[config.mk]
export PLATFORM = sky130hd
export DESIGN_NAME = ats21_host
export DESIGN_NICKNAME = d
export VERILOG_FILES = /design/src/rtl/ats21_pkg.sv /design/src/rtl/ats21_alarm_capture.sv /design/src/rtl/ats21_host.sv
export SDC_FILE = /design/constraint.sdc
export NUM_CORES = 1
export LEC_CHECK = 0
export BUFFER_PORTS_ARGS = -buffer_cell sky130_fd_sc_hd__buf_4
export CORE_MARGIN = 3
export CORE_UTILIZATION = 50
export DETAILED_ROUTE_END_ITERATION = 16
export HOLD_SLACK_MARGIN = 0.08
export PLACE_DENSITY = 0.86
export RECOVER_POWER = 25
export REMOVE_ABC_BUFFERS = 1
export SYNTH_ARGS = -nofsm -noshare
export SYNTH_HDL_FRONTEND = slang
export SYNTH_SLANG_ARGS = --single-unit
[constraint.sdc]
create_clock -name clk -period 5.5 [get_ports clk]
set_input_delay 0.825 -clock clk [delete_from_list [all_inputs] [get_ports clk]]
set_output_delay 0.825 -clock clk [all_outputs]
set_load 0.05 [all_outputs]
[src/rtl/ats21_pkg.sv]
// Shared types and defaults for the ATS21 host controller and its alarm capture.
// Latency: n/a (types and constants only).
// Backpressure: n/a.
package ats21_pkg;

   localparam int DEF_RDY_TIMEOUT = 15;
   localparam int DEF_STAT_LAT    = 2;
   localparam int DEF_NUM_ALARMS  = 24;

   // Host transaction sequencer states
   typedef enum logic [2:0] {
      IDLE,
      REQ,
      WAIT_RDY,
      SEND_HI,
      SEND_LO,
      WAIT_STAT,
      RESP
   } state_t;

   // ATS21 instruction opcodes
   typedef enum logic [2:0] {
      NOP     = 3'b000,
      SET_CLK = 3'b001,
      EN_CLK  = 3'b010,
      MODE    = 3'b011,
      SET_ALM = 3'b101,
      SET_TMR = 3'b110,
      EN_ALM  = 3'b111
   } opcode_t;

endpackage

[src/rtl/ats21_alarm_capture.sv]
// Sticky rising-edge capture of ATS21 alarm lines with a registered interrupt.
// Latency: evt sets 1 cycle after a 0->1 on ats_data; irq follows evt by 1 cycle.
// Backpressure: none; runs every cycle regardless of the host sequencer.
module ats21_alarm_capture
   import ats21_pkg::*;
#(
   parameter int NUM_ALARMS = DEF_NUM_ALARMS
) (
   input  logic                  clk,
   input  logic                  reset,
   input  logic [NUM_ALARMS-1:0] ats_data,
   input  logic [NUM_ALARMS-1:0] alarm_clr,
   output logic [NUM_ALARMS-1:0] alarm_evt,
   output logic                  alarm_irq
);

   logic [NUM_ALARMS-1:0] data_q;
   logic [NUM_ALARMS-1:0] evt_q, evt_d;
   logic                  irq_q;

   // Clear first, then OR in new rising edges so a same-cycle edge wins
   always_comb begin
      evt_d = (evt_q & ~alarm_clr) | (ats_data & ~data_q);
   end

   // Data history, sticky events and interrupt registers
   always_ff @(posedge clk or posedge reset) begin
      if (reset) begin
         data_q <= '0;
         evt_q  <= '0;
         irq_q  <= 1'b0;
      end else begin
         data_q <= ats_data;
         evt_q  <= evt_d;
         irq_q  <= |evt_q;
      end
   end

   assign alarm_evt = evt_q;
   assign alarm_irq = irq_q;

endmodule

[src/rtl/ats21_host.sv]
// Host sequencer: takes one command pair, handshakes with the ATS21, returns acks/timeout.
// Latency: REQ + ready wait (<= RDY_TIMEOUT) + 2 ctrl words + STAT_LAT, then response.
// Backpressure: cmd_ready only in IDLE; response held in RESP until rsp_ready.
module ats21_host
   import ats21_pkg::*;
#(
   parameter int RDY_TIMEOUT = DEF_RDY_TIMEOUT,
   parameter int STAT_LAT    = DEF_STAT_LAT,
   parameter int NUM_ALARMS  = DEF_NUM_ALARMS
) (
   input  logic                  clk,
   input  logic                  reset,
   input  logic                  cmd_valid,
   output logic                  cmd_ready,
   input  logic [31:0]           cmd_a,
   input  logic [31:0]           cmd_b,
   output logic                  rsp_valid,
   input  logic                  rsp_ready,
   output logic                  rsp_ack_a,
   output logic                  rsp_ack_b,
   output logic                  rsp_timeout,
   output logic                  ats_req,
   output logic [15:0]           ats_ctrlA,
   output logic [15:0]           ats_ctrlB,
   input  logic                  ats_ready,
   input  logic [1:0]            ats_stat,
   input  logic [NUM_ALARMS-1:0] ats_data,
   output logic [NUM_ALARMS-1:0] alarm_evt,
   input  logic [NUM_ALARMS-1:0] alarm_clr,
   output logic                  alarm_irq
);

   localparam int WW = $clog2(RDY_TIMEOUT + 1);
   localparam int SW = $clog2(STAT_LAT + 1);
   localparam logic [WW-1:0] W_LAST = WW'(RDY_TIMEOUT - 1);
   localparam logic [WW-1:0] W_MAX  = WW'(RDY_TIMEOUT);
   localparam logic [SW-1:0] S_LAST = SW'(STAT_LAT - 1);

   state_t        state_q, state_d;
   logic [31:0]   cmd_a_q, cmd_a_d;
   logic [31:0]   cmd_b_q, cmd_b_d;
   logic [WW-1:0] wcnt_q, wcnt_d;
   logic [SW-1:0] scnt_q, scnt_d;
   logic          ack_a_q, ack_a_d;
   logic          ack_b_q, ack_b_d;
   logic          tmo_q, tmo_d;
   logic          live_q;

   // Next-state, datapath updates and Moore outputs
   always_comb begin
      state_d   = state_q;
      cmd_a_d   = cmd_a_q;
      cmd_b_d   = cmd_b_q;
      wcnt_d    = wcnt_q;
      scnt_d    = scnt_q;
      ack_a_d   = ack_a_q;
      ack_b_d   = ack_b_q;
      tmo_d     = tmo_q;
      cmd_ready = 1'b0;
      ats_req   = 1'b0;
      ats_ctrlA = 16'h0000;
      ats_ctrlB = 16'h0000;
      rsp_valid = 1'b0;
      case (state_q)
         IDLE: begin
            // live_q keeps cmd_ready low until the first edge out of reset
            cmd_ready = live_q;
            if (cmd_valid && live_q) begin
               cmd_a_d = cmd_a;
               cmd_b_d = cmd_b;
               ack_a_d = 1'b0;
               ack_b_d = 1'b0;
               tmo_d   = 1'b0;
               state_d = REQ;
            end
         end
         REQ: begin
            ats_req = 1'b1;
            wcnt_d  = '0;
            // A ready that arrives alongside the request is honoured
            state_d = ats_ready ? SEND_HI : WAIT_RDY;
         end
         WAIT_RDY: begin
            if (ats_ready) begin
               state_d = SEND_HI;
            end else if (wcnt_q == W_LAST) begin
               tmo_d   = 1'b1;
               state_d = RESP;
            end else if (wcnt_q != W_MAX) begin
               wcnt_d = wcnt_q + 1'b1;
            end
         end
         SEND_HI: begin
            ats_ctrlA = cmd_a_q[31:16];
            ats_ctrlB = cmd_b_q[31:16];
            state_d   = SEND_LO;
         end
         SEND_LO: begin
            ats_ctrlA = cmd_a_q[15:0];
            ats_ctrlB = cmd_b_q[15:0];
            scnt_d    = '0;
            state_d   = WAIT_STAT;
         end
         WAIT_STAT: begin
            if (scnt_q == S_LAST) begin
               ack_a_d = ats_stat[0];
               ack_b_d = ats_stat[1];
               state_d = RESP;
            end else begin
               scnt_d = scnt_q + 1'b1;
            end
         end
         RESP: begin
            rsp_valid = 1'b1;
            if (rsp_ready) state_d = IDLE;
         end
         default: state_d = IDLE;
      endcase
   end

   // State, latched command, counters and response payload
   always_ff @(posedge clk or posedge reset) begin
      if (reset) begin
         state_q <= IDLE;
         cmd_a_q <= '0;
         cmd_b_q <= '0;
         wcnt_q  <= '0;
         scnt_q  <= '0;
         ack_a_q <= 1'b0;
         ack_b_q <= 1'b0;
         tmo_q   <= 1'b0;
         live_q  <= 1'b0;
      end else begin
         state_q <= state_d;
         cmd_a_q <= cmd_a_d;
         cmd_b_q <= cmd_b_d;
         wcnt_q  <= wcnt_d;
         scnt_q  <= scnt_d;
         ack_a_q <= ack_a_d;
         ack_b_q <= ack_b_d;
         tmo_q   <= tmo_d;
         live_q  <= 1'b1;
      end
   end

   assign rsp_ack_a   = ack_a_q;
   assign rsp_ack_b   = ack_b_q;
   assign rsp_timeout = tmo_q;

   ats21_alarm_capture #(
      .NUM_ALARMS (NUM_ALARMS)
   ) u_alarm (
      .clk       (clk),
      .reset     (reset),
      .ats_data  (ats_data),
      .alarm_clr (alarm_clr),
      .alarm_evt (alarm_evt),
      .alarm_irq (alarm_irq)
   );

endmodule

==> results.md <==
## Flow run
- **max capacitance violation total** 1

## Yosys
- **cells taking the most area after synthesis** dfrtp_1 (62%), mux2_2 (8.2%), mux2_1 (6.0%)
- **synthesis warning total** 0
- **number of register bits inferred by synthesis** 126
- **Netlist Area Pre-Place** 0.00510 mm2
- **average cell area after synthesis** 13.2 um2
- **library cell with the highest instance count after synthesis** dfrtp_1
- **portion of synthesized cell area occupied by the leading cell type** 0.619
- **post-synth top area cell** dfrtp_1
- **number of distinct library cells after synthesis** 38
- **number of enable flip-flop cells after synthesis** 0
- **most used standard cells in the synthesized netlist** dfrtp_1 (126), inv_1 (55), mux2_2 (37)
- **cell count after synthesis** 385
- **share of async-settable or async-resettable flops after synthesis** 1.00
- **fraction of the yosys area taken by sequential cells** 0.619
- **Post-synth top flop** dfrtp_1

## GRT
- **Global Route Usage Sum** 0.229
- **first-pass GRT wire length** 19900 um
- **maximum number of pins on one net before global-route repair** 66
- **antenna violations before repair** 0
- **number of global-route vias before repair** 4119
- **overflow left after global routing** 0

## Floorplan
- **die boundary width** 107 um
- **initial standard-cell utilization of the core** 0.517
- **total core area** 0.00986 mm2
- **die height** 107 um
- **number of ports placed on the die boundary** 182
- **area enclosed by the die boundary** 0.0114 mm2
- **row count** 36

## Clocking
- **worst skew pair latency** 0.52 ns
- **Post CTS Setup Buffer Count** 0
- **clock-pin transition on the worst setup and hold timing paths** 0.06 ns
- **Resized cells post-CTS** 0
- **buffer depth of the longest clock path** 2
- **TritonCTS clock tree** yes
- **Inserted Clock Buffers** 17
- **H-Tree Level Count** 4
- **Hold Buf Count CTS** 0
- **number of clock sinks** 126
- **master cell of the clock root buffer** clkbuf_8

## STA
- **worst clock skew** 0.00684 ns
- **achievable clock frequency** 266 MHz
- **unrepaired setup endpoints after global routing** no
- **relative slew slack** -0.884
- **final period demand of the worst path** 3.77 ns
- **Final Hold Vio Count** 0
- **max-slew violations** 66
- **setup tns final** 0 ns
- **slew at the pin with the worst max-slew slack** 2.81 ns
- **part of the cycle the worst path needs** 0.685
- **count of endpoints failing setup in the final report** 0

## Final layout
- **count of nets after finishing** 690
- **area growth from synthesis to layout** 38.6%
- **# diodes** 0
- **fillers** 642
- **final core occ** 0.716
- **fraction of layout instances using a drive strength above 1** 0.434

## Critical path
- **critical path startpoint** state_q[0]
- **arrival time of the worst setup path** 2.94 ns
- **WP data required** 4.68 ns
- **startpoint-to-endpoint class of the critical path** flip-flop to output pin
- **Worst setup SP type** flip-flop
- **Worst R2R Start** state_q[0]
- **Crit. End Element** output pin
- **highest fanout seen on the critical path** 32

## Hold path
- **worst min-delay path class** flip-flop to flip-flop
- **critical hold path startpoint** u_alarm.data_q[8]

## Placement
- **final weighted congestion in routability-driven placement** 0.772
- **HPWL after detailed placement** 9060 um
- **count of input and output buffers** 181

## Power and ir drop
- **power per cell area** 542 mW/mm2
- **leakage power total** 3.51 nW
- **maximum vdd drop** 0.275 mV
- **final total power** 3.83 mW

## Routing
- **routed wire length per instance** 17.8 um
- **ANT nets after route** 0
- **Detailed Route Iter0 Violations** 156
- **number of vias in the routed layout** 3741
- **total iterations of the first detailed-routing run** 6
- **Vias per Instance** 5.24
- **routed wire length** 12700 um
- **# DRC** 0

## Run status
- **failing checks** max-capacitance violations, max-slew violations
- **status** complete, but fails checks

==> cells in the final DEF, fill, tap and decap left out, drive strengths merged, types with 2 or more instances in the layout <==
| master | instances |
|---|---|
| o2bb2ai | 3 |
| clkbuf | 48 |
| clkinv | 5 |
| nor3b | 2 |
| dfrtp | 126 |
| nor2 | 2 |
| buf | 159 |
| o31ai | 2 |
| nor4 | 6 |
| mux2 | 64 |
| a21oi | 5 |
| o22ai | 24 |
| o21ai | 4 |
| nand2 | 11 |
| inv | 54 |
| clkinvlp | 4 |
| a22o | 33 |
| ha | 3 |
| nand3 | 3 |
| and2 | 2 |
| nor4b | 2 |
| and3 | 3 |
| mux2i | 2 |
==> final cells by class <==
class / instances / area, um2 / share of cell area
sequential: 126 / 3150 / 0.446
multi-input combinational: 184 / 1610 / 0.227
timing repair buffer: 184 / 1370 / 0.194
clock buffer: 23 / 477 / 0.0675
inverter: 55 / 208 / 0.0294
tap: 133 / 166 / 0.0236
clock inverter: 9 / 85.1 / 0.0120
==> flip-flops by register name, summed over array words and instances, names as in the netlist <==
register,flops
cmd_a_q,32
cmd_b_q,32
live_q,1
rsp_ack_a,1
rsp_ack_b,1
rsp_timeout,1
scnt_q,2
state_q,3
u_alarm.alarm_evt,24
u_alarm.alarm_irq,1
u_alarm.data_q,24
wcnt_q,4
==> worst max-delay path, stage by stage, from the launching register on <==
cell and delay (ns):
dfrtp_1 0.73, and3_1 1.17, a22o_1 0.30, buf_4 0.21
==> power by group <==
group | switching (mW) | total, mW | internal [mW]
combinational | 0.822 | 1.37 | 0.550
sequential | 0.206 | 1.42 | 1.22
clock | 0.391 | 1.04 | 0.645
==> cells by family after synthesis <==
group           Yosys count  share of synthesized area
fa+ha+maj                 3                    0.00736
flops                   126                      0.619
buf+inv                  75                     0.0677
other cells               1                   0.000736
mux                      66                      0.145
simple gates             37                     0.0469
compound gates           77                      0.113
==> routing by layer <==
layer / track usage / share of wire / up-vias
li1: - / - / 1722
met1: 0.240 / 0.36 / 1824
met2: 0.392 / 0.51 / 171
met3: 0.106 / 0.10 / 24
met4: 0.106 / 0.025 / 0
met5: 0 / 0 / -
==> worst paths after layout <==
kind	to	slack, ns	cells past startpoint
min	u_alarm.alarm_evt[8]	0.42	1
max reg2reg	cmd_b_q[29]	2.88	4
min reg2reg	u_alarm.alarm_evt[8]	0.42	1
min in group asynchronous	cmd_a_q[10]	1.11	2
max	ats_ctrlB[9]	1.73	3
max in group asynchronous	cmd_b_q[11]	2.61	3
==> stage by stage <==
stage	area, um2	hold WS [ns]	cells	worst slack, ns
2_1_floorplan	4960	0.399	365	1.32
4_1_cts	7070	0.400	713	1.71
6_report	7070	0.419	714	1.73
3_5_place_dp	6510	0.407	681	2.26
3_3_place_gp	6510	0.405	681	2.32
5_1_grt	7070	0.425	714	1.56
No activity file was read; power rests on OpenSTA's default activity.
